`src/rtl/bitstream_unpacker.sv`:
```
// Re-forms LSB-first 8/20-bit tokens from the compressed byte BRAM and streams them out over valid/ready.
// Define UNPACK_SYNC_RD_EN when the BRAM read port is registered (rd_data one cycle after rd_addr).
module bitstream_unpacker #(
    parameter int TOKEN_W = 20,
    parameter int SMALL_W = 8,
    parameter int MEMSIZE = 2048,
    parameter int ADDR_W  = $clog2(MEMSIZE)
) (
    input  logic               clk,
    input  logic               reset_n,
    input  logic               start,
    input  logic [ADDR_W-1:0]  byte_count,
    output logic [ADDR_W-1:0]  rd_addr,
    input  logic [7:0]         rd_data,
    output logic               tok_valid,
    input  logic               tok_ready,
    output logic [TOKEN_W-1:0] tok_data,
    output logic               tok_large,
    output logic               busy,
    output logic               done,
    output logic               trunc
);
    localparam int BUF_W = 40;

    typedef enum logic [1:0] {IDLE, RUN, DONE} state_t;
    state_t state, state_nxt;

    logic [BUF_W-1:0] bit_buf;
    logic [5:0]       bit_cnt;
    logic [ADDR_W:0]  fetched;
    logic [ADDR_W:0]  limit;
    logic             pending;

    logic             is_large;
    logic             decodable;
    logic             load_tok;
    logic             issue;
    logic             land;
    logic [5:0]       consume_w;
    logic [5:0]       cnt_after;
    logic [BUF_W-1:0] buf_shift;
    logic [BUF_W-1:0] land_word;

    always_comb begin
        is_large  = bit_buf[0];
        decodable = is_large ? (bit_cnt >= 6'(TOKEN_W)) : (bit_cnt >= 6'(SMALL_W));
        load_tok  = (state == RUN) && decodable && (!tok_valid || tok_ready);
        consume_w = load_tok ? (is_large ? 6'(TOKEN_W) : 6'(SMALL_W)) : 6'd0;
        // Consume first, then the landing byte goes in at the reduced count.
        cnt_after = bit_cnt - consume_w;
        buf_shift = bit_buf >> consume_w;
        land_word = BUF_W'(rd_data) << cnt_after;
        issue     = (state == RUN) && (fetched < limit) &&
                    ((bit_cnt + (pending ? 6'd8 : 6'd0)) <= 6'd32);
    end

`ifdef UNPACK_SYNC_RD_EN
    // One read in flight: its byte lands the cycle after its address was issued.
    always_ff @(posedge clk or negedge reset_n) begin
        if (!reset_n) pending <= 1'b0;
        else          pending <= issue;
    end
    assign land = pending;
`else
    assign pending = 1'b0;
    assign land    = issue;
`endif

    always_ff @(posedge clk or negedge reset_n) begin
        if (!reset_n) state <= IDLE;
        else          state <= state_nxt;
    end

    always_comb begin
        state_nxt = state;
        busy      = (state != IDLE);
        done      = (state == DONE);
        case (state)
            IDLE: if (start) state_nxt = RUN;
            RUN:  if ((fetched == limit) && !pending && !decodable && !tok_valid) state_nxt = DONE;
            DONE: state_nxt = IDLE;
            default: state_nxt = IDLE;
        endcase
    end

    always_ff @(posedge clk or negedge reset_n) begin
        if (!reset_n) begin
            bit_buf   <= '0;
            bit_cnt   <= '0;
            fetched   <= '0;
            limit     <= '0;
            rd_addr   <= '0;
            trunc     <= 1'b0;
            tok_valid <= 1'b0;
            tok_data  <= '0;
            tok_large <= 1'b0;
        end else begin
            if (state == IDLE && start) begin
                limit   <= {1'b0, byte_count};
                bit_buf <= '0;
                bit_cnt <= '0;
                fetched <= '0;
                rd_addr <= '0;
                trunc   <= 1'b0;
            end else if (state == RUN) begin
                bit_buf <= land ? (buf_shift | land_word) : buf_shift;
                bit_cnt <= land ? (cnt_after + 6'd8) : cnt_after;
                if (issue) begin
                    fetched <= fetched + 1'b1;
                    rd_addr <= rd_addr + 1'b1;
                end
                if (state_nxt == DONE) trunc <= (bit_cnt != 6'd0);
            end

            if (load_tok) begin
                tok_valid <= 1'b1;
                tok_large <= is_large;
                tok_data  <= is_large ? bit_buf[TOKEN_W-1:0]
                                      : {{(TOKEN_W-SMALL_W){1'b0}}, bit_buf[SMALL_W-1:0]};
            end else if (tok_ready) begin
                tok_valid <= 1'b0;
            end
        end
    end

endmodule

```
`config.mk`:
```
export PLATFORM = sky130hd
export DESIGN_NAME = bitstream_unpacker
export DESIGN_NICKNAME = d
export VERILOG_FILES = /design/src/rtl/bitstream_unpacker.sv
export SDC_FILE = /design/constraint.sdc
export NUM_CORES = 1
export LEC_CHECK = 0
export ABC_AREA = 0
export CELL_PAD_IN_SITES_DETAIL_PLACEMENT = 0
export CELL_PAD_IN_SITES_GLOBAL_PLACEMENT = 1
export CORE_MARGIN = 10
export CORE_UTILIZATION = 49
export CTS_BUF_LIST = sky130_fd_sc_hd__clkbuf_4 sky130_fd_sc_hd__clkbuf_8
export CTS_CLUSTER_DIAMETER = 30
export DETAILED_ROUTE_END_ITERATION = 10
export GPL_TIMING_DRIVEN = 1
export PLACE_DENSITY = 0.91
export SLEW_MARGIN = 20
export SYNTH_ARGS = -nofsm -noshare
export SYNTH_HDL_FRONTEND = slang
export SYNTH_SLANG_ARGS = --single-unit
```
`constraint.sdc`:
```
create_clock -name clk -period 8.9 [get_ports clk]
set_input_delay 0.89 -clock clk [delete_from_list [all_inputs] [get_ports clk]]
set_output_delay 0.89 -clock clk [all_outputs]
set_load 0.02 [all_outputs]
```
==> summary.md, run 1 <==
| Metric | Value |
|---|---|
| Combinational share of power | `a little over half` |
| Register area share after synthesis | `46.47%` |
| Yosys warns | `0` |
| Cells after Synth | `600` |
| Gr ovfl total | `0` |
| Cell Area, Placed | `approximately 0.006 mm^2` |
| Sw Share | `48.06%` |
| Crit path DAT | `4.93 ns` |
| # hold bufs at CTS | `0` |
| CTS clk-pin slew, worst paths | `0.09 ns` |
| Max Fanout on Critical Path | `45` |
| Worst skew pair latency | `0.37 ns` |
| Xor/xnor share of the synthesized area | `0.9567%` |
| Nets | `686` |
| Core area | `0.01089 mm^2` |
| Vias in the first global route | `4576` |
| Vias | `4769` |
| Reg power frac | `roughly 33%` |
| Initial DRT Pass Iterations | `5` |
| Clk_skew | `0.01043 ns` |
| First-pass GRT wire length | `23.16 mm` |
| H-tree levels | `3` |
| Synth unique cells | `54` |
| IO Count | `59` |
| Async set-reset flop share out of synthesis | `100.0%` |
| Crit. End Element | `flop` |
| RD Place Congestion | `0.8811` |
| Layout cells sized above 1 | `4.938%` |
| HPWL after DPL | `10.32 mm` |
| Die X | `about 130 um` |
| Max Fclk | `0.2136 GHz` |
| Mapped Nets | `about 640` |
| Setup TNS | `0 ns` |
| CP startpoint kind | `input port` |
| Largest net degree at the start of global routing | `54` |
| Hold Slack | `0.4710 ns` |
| Finished Core Util | `58.38%` |
| WP data required | `9.15 ns` |
| Ys flop type | `dfrtp_1` |
| WL final | `14.35 mm` |
| Clk sinks | `around 100` |
| Period Utilization, post-route | `a little over half` |
| Area Overhead vs Synth | `15.72%` |
| Worst r2r dst | `bit_buf[6]` |
| Clock Power Share | `13.7%` |
| Post-CTS Repair Setup Buffers | `0` |
| P_sw | `1121 uW` |
| GRT Resource Usage Total | `17.42%` |
| Routed Antenna Nets | `0` |
| Pwr/cell area | `about 370 mW/mm^2` |
| Internal | `between 1000 and 1500 uW` |
| R2r setup slk | `4.44 ns` |
| Flops & latches, synth | `102` |
| DRC violations left | `0` |
| Worst min-delay path class | `reg -> reg` |
| Largest family of logic cells by synthesized area | `simple AND/OR/NAND/NOR gates` |
| Initial Util | `50.45%` |
| Fill cells | `997` |
| Mux cell area share after synthesis | `4.738%` |
| Post-Synthesis Cell Area | `0.005493 mm^2` |
| Root buf cell | `clkbuf_8` |
| Min Tclk post-route | `4.683 ns` |
| Final count of hold timing violations | `0` |
| Final instance area | `0.006356 mm^2` |
| Clock tree buffer depth | `2` |
| Path type of the worst setup path | `in -> reg` |
| DR vias/cell | `6.052` |
| Port buffer count | `58` |
| RSZ-0062 raised after global routing | `false` |
| Final Slew Violations | `0` |
| Worst-Margin Slew | `1.045 ns` |
| Adder and majority cell fraction of the synthesized area | `4.419%` |
| WL/cell | `18.21 um` |
| Post_cts resized | `0` |
| CP startpoint | `tok_ready` |
| Chip height | `125.9 um` |
| Simple-gate share of the synthesized area | `19.64%` |
| # rows | `38` |
| Die Area | `~0.016 mm^2` |
| Antenna cells | `0` |
| Number of max-cap violations | `0` |
| Worst slew margin | `30.09%` |
| DR iter-0 viols | `436` |
| Worst ir drop on vdd | `just under 0.0002 V` |
| Initial antenna violation count | `0` |
| FF-to-FF path depth | `12` |
| Compound-cell area share of the yosys netlist | `between 10% and 20%` |
| Number of buffers created by CTS | `9` |
| Worst Setup EP | `bit_buf[6]` |
| Launch point of the worst reg-to-reg path | `bit_cnt[4]` |
| CTS tree | `yes` |
| Leakage | `0.002810 uW` |
| Mean post-synth cell area | `approximately 9.2 um^2` |
| Setup-failing EPs final | `0` |
| Post-synth EDFFs | `0` |
| Status | `finished, final reports clean` |
-- synthesized netlist by cell type (all sizes together), types with 3 or more instances --
| master | count | area share [%] |
|---|---|---|
| nor4 | 3 | 0.34 |
| nand2b | 5 | 0.71 |
| buf | 18 | 1.9 |
| inv | 22 | 1.5 |
| o22ai | 8 | 0.91 |
| nand3 | 32 | 2.9 |
| dfrtp | 102 | 46 |
| o41ai | 5 | 0.80 |
| nand2 | 108 | 7.5 |
| nor2 | 42 | 3.0 |
| nand4 | 8 | 0.91 |
| xnor2 | 3 | 0.48 |
| or3 | 6 | 0.68 |
| o221ai | 5 | 0.80 |
| a32oi | 4 | 0.64 |
| nor2b | 6 | 0.68 |
| o21ai | 42 | 3.8 |
| a22oi | 12 | 1.6 |
| xor2 | 3 | 0.48 |
| ha | 17 | 3.9 |
| a21o | 4 | 0.55 |
| or4 | 4 | 0.55 |
| o311ai | 5 | 0.80 |
| and3 | 5 | 0.57 |
| a21oi | 45 | 4.3 |
| clkbuf | 12 | 0.82 |
| o21a | 3 | 0.41 |
| o31ai | 17 | 2.3 |
| mux2i | 26 | 4.7 |
| nor3 | 7 | 0.73 |
| and2 | 3 | 0.34 |
-- power by group through the flow --
stage	Clock (uW)	Sequential, uW	Combinational [uW]
after floorplan	0	784	840
after global placement	0	763	1190
after detailed placement	0	770	1230
after CTS	323	761	1240
after global routing	341	785	1360
final	320	765	1250
-- area by class of cell --
class	instances	area, um^2	area share [%]
multi-input combinational	446	2713	42.68
inverter	22	82.58	1.299
timing repair buffer	64	623.1	9.803
tap	140	175.2	2.756
clock buffer	10	137.6	2.165
clock inverter	4	72.57	1.142
sequential	102	2552	40.16
-- flip-flops by register name, indices dropped and copies added, names as in the netlist --
signal	flops
fetched	12
trunc	1
tok_data	20
bit_buf	40
rd_addr	11
bit_cnt	4
limit	11
state	2
tok_valid	1
-- cell usage in the layout, fill, tap and decap left out, drive strengths merged, types with 4 or more instances in the layout --
cell type / synthesis / routed
a21o: 4 / 4
clkdlybuf4s50: 0 / 57
o221ai: 5 / 5
o311ai: 5 / 5
dfrtp: 102 / 102
inv: 22 / 22
buf: 18 / 7
a21oi: 45 / 45
o31ai: 17 / 17
ha: 17 / 17
nor2: 42 / 42
nand4: 8 / 8
o22ai: 8 / 8
a22oi: 12 / 12
and3: 5 / 5
a32oi: 4 / 4
nand2: 108 / 108
clkbuf: 12 / 10
o41ai: 5 / 5
nand2b: 5 / 5
nor3: 7 / 7
nand3: 32 / 32
o21ai: 42 / 42
or3: 6 / 6
or4: 4 / 4
mux2i: 26 / 26
nor2b: 6 / 6
-- per-layer routing --
metal	track usage (%)	routed length, um
met4	6.363	278
met1	23.41	6634
met2	26.21	6362
met5	0	0
met3	4.824	1074
-- kinds of logic (layout without fill, tap and decap cells) --
logic type / Yosys count / after routing
compound gates: 161 / 161
xor+xnor: 6 / 6
fa+ha+maj: 19 / 19
buf+inv: 52 / 100
flops: 102 / 102
mux: 26 / 26
simple gates: 234 / 234
-- through the flow --
step	cells	power, uW	setup WS (ns)
after floorplan	600	1624	5.542
after global placement	774	1958	4.160
after detailed placement	774	2002	3.941
after CTS	788	2321	4.308
after global routing	788	2482	4.023
final	788	2333	4.217
-- worst min-delay path by stage --
stage / from / endpoint / slack, ns / cells after the start
after CTS: tok_data[18] / tok_data[18] / 0.48 / 2
final: tok_data[18] / tok_data[18] / 0.47 / 2
after global placement: tok_data[10] / tok_data[10] / 0.46 / 2
after global routing: tok_data[19] / tok_data[19] / 0.50 / 2
after floorplan: bit_buf[1] / tok_data[1] / 0.44 / 2
after detailed placement: tok_data[18] / tok_data[18] / 0.46 / 2
-- worst max-delay path, stage by stage --
cell,delay (ns)
clkdlybuf4s50_1,0.49
nor2b_1,0.08
or3_1,0.34
buf_4,0.27
nor2_1,0.84
inv_1,0.11
ha_1,0.22
a21oi_1,0.40
o221ai_1,0.26
a31oi_4,0.33
nand2_4,0.22
o41ai_1,0.48
No activity file was read; power rests on OpenSTA's default activity.
==> inputs of run 2 (changes only) <==
CORE_UTILIZATION = 45   (was 49)
PLACE_DENSITY = 0.85   (was 0.91)
clock period = 4.45 ns   (was 8.9 ns; I/O delays follow)
==> summary.md, run 2 (same netlist as run 1, synthesis figures left out) <==
| Metric | Value |
|---|---|
| Nets | `690 (+0.58%)` |
| Worst min-delay path class | `in -> async` |
| H-tree levels | `3 (unchanged)` |
| Post_cts resized | `0 (unchanged)` |
| Setup-failing EPs final | `0 (unchanged)` |
| Pwr/cell area | `732.4 mW/mm^2 (+100%)` |
| P_sw | `2263 uW (+100%)` |
| Placed cells | `785 (+1.4%)` |
| Area Overhead vs Synth | `16.40%` |
| Number of buffers created by CTS | `9 (unchanged)` |
| Path type of the worst setup path | `reg -> reg` |
| Crit path cell chain | `and2_1, a2111oi_4, or3_1, nor2_1, buf_4, fa_1, inv_1, nor3_1, a32oi_1, o22ai_1` |
| Final Non-Filler Cells | `801 (+1.6%)` |
| Vias in the first global route | `4619 (+0.94%)` |
| # rows | `40 (+5.3%)` |
| Initial DRT Pass Iterations | `5 (unchanged)` |
| Status | `finished, final reports clean` |
| Most common cell after layout, fill and taps aside | `nand2_1` |
| Post-CTS Repair Setup Buffers | `0 (unchanged)` |
| Sw Share | `48.33% (+0.27 points)` |
| GRT Resource Usage Total | `17.86% (+0.44 points)` |
| Port buffer count | `58 (unchanged)` |
| Crit path DAT | `3.89 ns (-1.04 ns)` |
| Worst ir drop on vdd | `0.0003283 V (+65%)` |
| Clock Power Share | `13.3% (-0.4 points)` |
| CTS clk-pin slew, worst paths | `0.10 ns (about the same)` |
| Multi-input logic area | `0.002713 mm^2 (unchanged)` |
| Gr ovfl total | `0 (unchanged)` |
| Core area | `0.01196 mm^2 (+9.9%)` |
| Crit path largest cell delay | `0.80 ns (-0.04 ns)` |
| IO Count | `59 (unchanged)` |
| CTS tree | `yes` |
| RD Place Congestion | `0.9361 (+6.2%)` |
| DR vias/cell | `5.929 (-2.0%)` |
| Largest net degree at the start of global routing | `63 (+17%)` |
| Hold Slack | `0.1488 ns (-0.3222 ns)` |
| Routed Antenna Nets | `0 (unchanged)` |
| Launch point of the worst reg-to-reg path | `bit_cnt[4]` |
| FF-to-FF path depth | `10 (-2)` |
| Post-Place Worst Slack | `0.8309 ns (-3.110 ns)` |
| Root buf cell | `clkbuf_8` |
| Die Area | `0.01703 mm^2 (+7.5%)` |
| Fill cells | `1114 (+12%)` |
| Finished Core Util | `53.45% (-4.9 points)` |
| CP startpoint kind | `flop` |
| Reg with most FFs | `bit_buf` |
| Chip height | `130.5 um (+3.7%)` |
| # hold bufs at CTS | `0 (unchanged)` |
| Number of max-cap violations | `0 (unchanged)` |
| Clk_skew | `0.01572 ns (+0.005289 ns)` |
| Worst Path Buf+Inv | `2 (-1)` |
| DR iter-0 viols | `461 (+5.7%)` |
| Worst skew pair latency | `0.38 ns (about the same)` |
| Worst r2r dst | `bit_buf[18]` |
| Clk sinks | `102 (unchanged)` |
| Reg power frac | `32.8% (about the same)` |
| WL final | `14.76 mm (+2.8%)` |
| Layout cells sized above 1 | `5.810% (+0.87 points)` |
| Max Fclk | `0.2781 GHz` |
| First-pass GRT wire length | `24.36 mm (+5.2%)` |
| WL/cell | `18.42 um (+1.2%)` |
| WP data required | `4.75 ns (-4.40 ns)` |
| DRC violations left | `0 (unchanged)` |
| Worst slew margin | `47.00% (+17 points)` |
| Min Tclk post-route | `3.596 ns` |
| Commonest cells after routing, fill and taps aside | `nand2_1, dfrtp_1, clkdlybuf4s50_1` |
| Cell family with most CP delay | `simple AND/OR/NAND/NOR gates` |
| CP max-delay cell | `fa_1` |
| Vias | `4749 (-0.42%)` |
| Combinational share of power | `54.0% (+0.5 points)` |
| Clock tree buffer depth | `2 (unchanged)` |
| Initial antenna violation count | `0 (unchanged)` |
| Crit. End Element | `flop` |
| Antenna cells | `0 (unchanged)` |
| Final Slew Violations | `0 (unchanged)` |
| Fin worst setup slack | `0.8544 ns (-3.363 ns)` |
| Max Fanout on Critical Path | `14 (-69%)` |
| HPWL after DPL | `10.54 mm (+2.1%)` |
| RSZ-0062 raised after global routing | `false` |
| Die X | `130.5 um (+3.7%)` |
| R2r setup slk | `0.85 ns (-3.59 ns)` |
| Internal | `2419 uW (+100%)` |
| Biggest regs | `bit_buf (40), tok_data (20), fetched (12)` |
| Initial Util | `45.92% (-4.5 points)` |
| Max reg flops | `40 (unchanged)` |
| CP startpoint | `bit_cnt[4]` |
| Leakage | `0.002834 uW (+0.84%)` |
| Register area | `0.002552 mm^2 (unchanged)` |
| Final count of hold timing violations | `0 (unchanged)` |
| Setup TNS | `0 ns (unchanged)` |
| Period Utilization, post-route | `80.80%` |
| Worst-Margin Slew | `0.7951 ns (-0.2497 ns)` |
-- run 2: area by class of cell --
cell class                      count  share of cell area [%]
Tap cell                          147                   2.877
Sequential cell                   102                   39.92
Timing Repair Buffer               68                   10.22
Multi-Input combinational cell    446                   42.43
Inverter                           22                   1.292
Clock inverter                      5                  0.9002
Clock buffer                       11                   2.368
-- run 2: per-stage QoR --
step / power, uW / cell area (um^2)
2_1_floorplan: 3248 / 5493
3_3_place_gp: 3984 / 6185
3_5_place_dp: 4047 / 6185
4_1_cts: 4666 / 6394
5_1_grt: 5026 / 6394
6_report: 4683 / 6394
-- run 2: power groups by stage --
stage | Sequential (uW) | Clock, uW | Combinational, uW
3_5_place_dp | 1550 | 0 | 2500
5_1_grt | 1580 | 677 | 2770
4_1_cts | 1530 | 629 | 2510
3_3_place_gp | 1540 | 0 | 2450
6_report | 1540 | 621 | 2530
2_1_floorplan | 1570 | 0 | 1680
-- run 2: per-layer routing --
layer / track usage (%) / share of wire [%]
met1: 25.41 / 46
met2: 26.20 / 44
met3: 5.036 / 8.3
met4: 4.382 / 1.1
met5: 0 / 0
-- run 2: worst max-delay path by stage --
stage | end | slack (ns) | depth (start not counted)
6_report | bit_buf[18] | 0.85 | 10
3_3_place_gp | bit_buf[6] | 0.97 | 12
2_1_floorplan | bit_cnt[5] | 1.18 | 12
3_5_place_dp | bit_buf[4] | 0.83 | 11
5_1_grt | bit_buf[5] | 0.62 | 11
4_1_cts | bit_buf[4] | 0.90 | 11
==> inputs of run 3 (changes only) <==
clock period = 3.5 ns   (was 4.45 ns; I/O delays follow)
==> summary.md, run 3 (same netlist as run 1, synthesis figures left out) <==
| Metric | Value |
|---|---|
| WL/cell | `18.21 um (-1.2%)` |
| Max Fclk | `0.3079 GHz (+11%)` |
| WP data required | `3.80 ns (-0.95 ns)` |
| First-pass GRT wire length | `24.29 mm (-0.28%)` |
| Vias | `4741 (-0.17%)` |
| Routed Antenna Nets | `0 (unchanged)` |
| Hold Slack | `-0.006494 ns (-0.1553 ns)` |
| Initial DRT Pass Iterations | `5 (unchanged)` |
| Commonest cells after routing, fill and taps aside | `nand2_1, dfrtp_1, clkdlybuf4s50_1` |
| CP startpoint | `bit_cnt[4]` |
| Worst min-delay path class | `in -> async` |
| Crit path largest cell delay | `0.52 ns (-0.28 ns)` |
| Leakage | `0.002856 uW (+0.77%)` |
| Chip height | `130.5 um (unchanged)` |
| Die X | `130.5 um (unchanged)` |
| Post-CTS Repair Setup Buffers | `0 (unchanged)` |
| Core area | `0.01196 mm^2 (unchanged)` |
| Clk sinks | `102 (unchanged)` |
| Pwr/cell area | `934.8 mW/mm^2 (+28%)` |
| DR vias/cell | `5.875 (-0.91%)` |
| Post-Place Worst Slack | `0.2121 ns (-0.6188 ns)` |
| Cell family with most CP delay | `simple AND/OR/NAND/NOR gates` |
| CP max-delay cell | `dfrtp_1` |
| HPWL after DPL | `10.60 mm (+0.52%)` |
| Worst slew margin | `47.93% (+0.93 points)` |
| Setup TNS | `0 ns (unchanged)` |
| Final count of hold timing violations | `3 (+3)` |
| Area Overhead vs Synth | `17.29%` |
| RD Place Congestion | `0.8552 (-8.6%)` |
| Launch point of the worst reg-to-reg path | `bit_cnt[4]` |
| Layout cells sized above 1 | `6.667% (+0.86 points)` |
| Die Area | `0.01703 mm^2 (unchanged)` |
| Failing checks | `negative hold slack` |
| Path type of the worst setup path | `reg -> reg` |
| Initial Util | `45.92% (unchanged)` |
| CTS clk-pin slew, worst paths | `0.10 ns (about the same)` |
| Setup-failing EPs final | `0 (unchanged)` |
| Max Fanout on Critical Path | `9 (-5)` |
| Initial antenna violation count | `0 (unchanged)` |
| Min Tclk post-route | `3.247 ns (-0.3481 ns)` |
| Crit path DAT | `3.55 ns (-0.34 ns)` |
| # rows | `40 (unchanged)` |
| DRC violations left | `0 (unchanged)` |
| CP startpoint kind | `flop` |
| Final Slew Violations | `0 (unchanged)` |
| Number of max-cap violations | `0 (unchanged)` |
| GRT Resource Usage Total | `17.76% (-0.094 points)` |
| DR iter-0 viols | `446 (-3.3%)` |
| Gr ovfl total | `0 (unchanged)` |
| Antenna cells | `0 (unchanged)` |
| Vias in the first global route | `4697 (+1.7%)` |
| Worst skew pair latency | `0.38 ns (about the same)` |
| Max reg flops | `40 (unchanged)` |
| Clk_skew | `0.01011 ns (-0.005603 ns)` |
| Number of buffers created by CTS | `9 (unchanged)` |
| Largest net degree at the start of global routing | `81 (+29%)` |
| RSZ-0062 raised after global routing | `false` |
| Period Utilization, post-route | `92.79% (+12 points)` |
| Root buf cell | `clkbuf_8` |
| Crit. End Element | `flop` |
| Reg with most FFs | `bit_buf` |
| Clock tree buffer depth | `2 (unchanged)` |
| Worst Path Buf+Inv | `1 (-1)` |
| Port buffer count | `58 (unchanged)` |
| CTS tree | `yes` |
| Post_cts resized | `0 (unchanged)` |
| IO Count | `59 (unchanged)` |
| Most common cell after layout, fill and taps aside | `nand2_1` |
| Fin worst setup slack | `0.2525 ns (-0.6019 ns)` |
| # hold bufs at CTS | `0 (unchanged)` |
| Worst ir drop on vdd | `0.0004506 V (+37%)` |
| Nets | `696 (+0.87%)` |
| Fill cells | `1150 (+3.2%)` |
| Crit path top cell by count | `or3_1` |
| Crit path cell chain | `and2_1, a2111oi_4, or3_1, nor2_1, fa_1, xor2_1, buf_4, nand2_1, or3_1, o21ai_0` |
| Worst-Margin Slew | `0.7792 ns (-0.01588 ns)` |
| H-tree levels | `3 (unchanged)` |
| Biggest regs | `bit_buf (40), tok_data (20), fetched (12)` |
| Status | `finished, violations left` |
| WL final | `14.69 mm (-0.44%)` |
## run 3: changes by cell type in the layout (fill, tap and decap cells not counted), sizes merged
| cell | previous run | this run |
|---|---|---|
| clkbuf | 11 | 10 |
| buf | 11 | 17 |
| clkinvlp | 0 | 2 |
| clkinv | 4 | 3 |
## run 3: metal layers
| layer | part of all wire [%] | GRT usage (%) | up-vias |
|---|---|---|---|
| met3 | 7.5 | 4.150 | 20 |
| met4 | 1.5 | 6.017 | 0 |
| met1 | 47 | 25.13 | 2270 |
| met2 | 44 | 26.08 | 176 |
| li1 | - | - | 2275 |
| met5 | 0 | 0 | - |
## run 3: path summary, 6_finish.rpt
path | endpoint | slack [ns] | depth (start not counted)
setup / recovery | bit_buf[37] | 0.25 | 10
hold / removal | limit[10] | -0.006 | 1
setup reg to reg | bit_buf[37] | 0.25 | 10
hold reg to reg | tok_data[17] | 0.47 | 2
max in group asynchronous | bit_buf[31] | 2.80 | 2
min in group clk | tok_data[17] | 0.47 | 2
## run 3: through the flow
step                utilization, %  area, um^2  total power [uW]  std cells
floorplan                        -        5493              4129        600
global placement             52.08        6230              5133        791
detailed placement           52.08        6230              5218        791
CTS                          53.83        6439              6010        807
global route                 53.86        6442              6511        807
finish                       53.86        6442              6022        807
## run 3: area by class of cell
| type | count | area [um^2] | area share (%) |
|---|---|---|---|
| multi-input combinational | 446 | 2713 | 42.11 |
| sequential | 102 | 2552 | 39.62 |
| inverter | 22 | 82.58 | 1.282 |
| tap | 147 | 183.9 | 2.855 |
| clock buffer | 10 | 137.6 | 2.136 |
| timing repair buffer | 74 | 701.9 | 10.90 |
| clock inverter | 6 | 71.32 | 1.107 |
## run 3: power breakdown
group,switching [uW],internal [uW]
Combinational,2090,1200
Sequential,394,1550
Clock,426,354
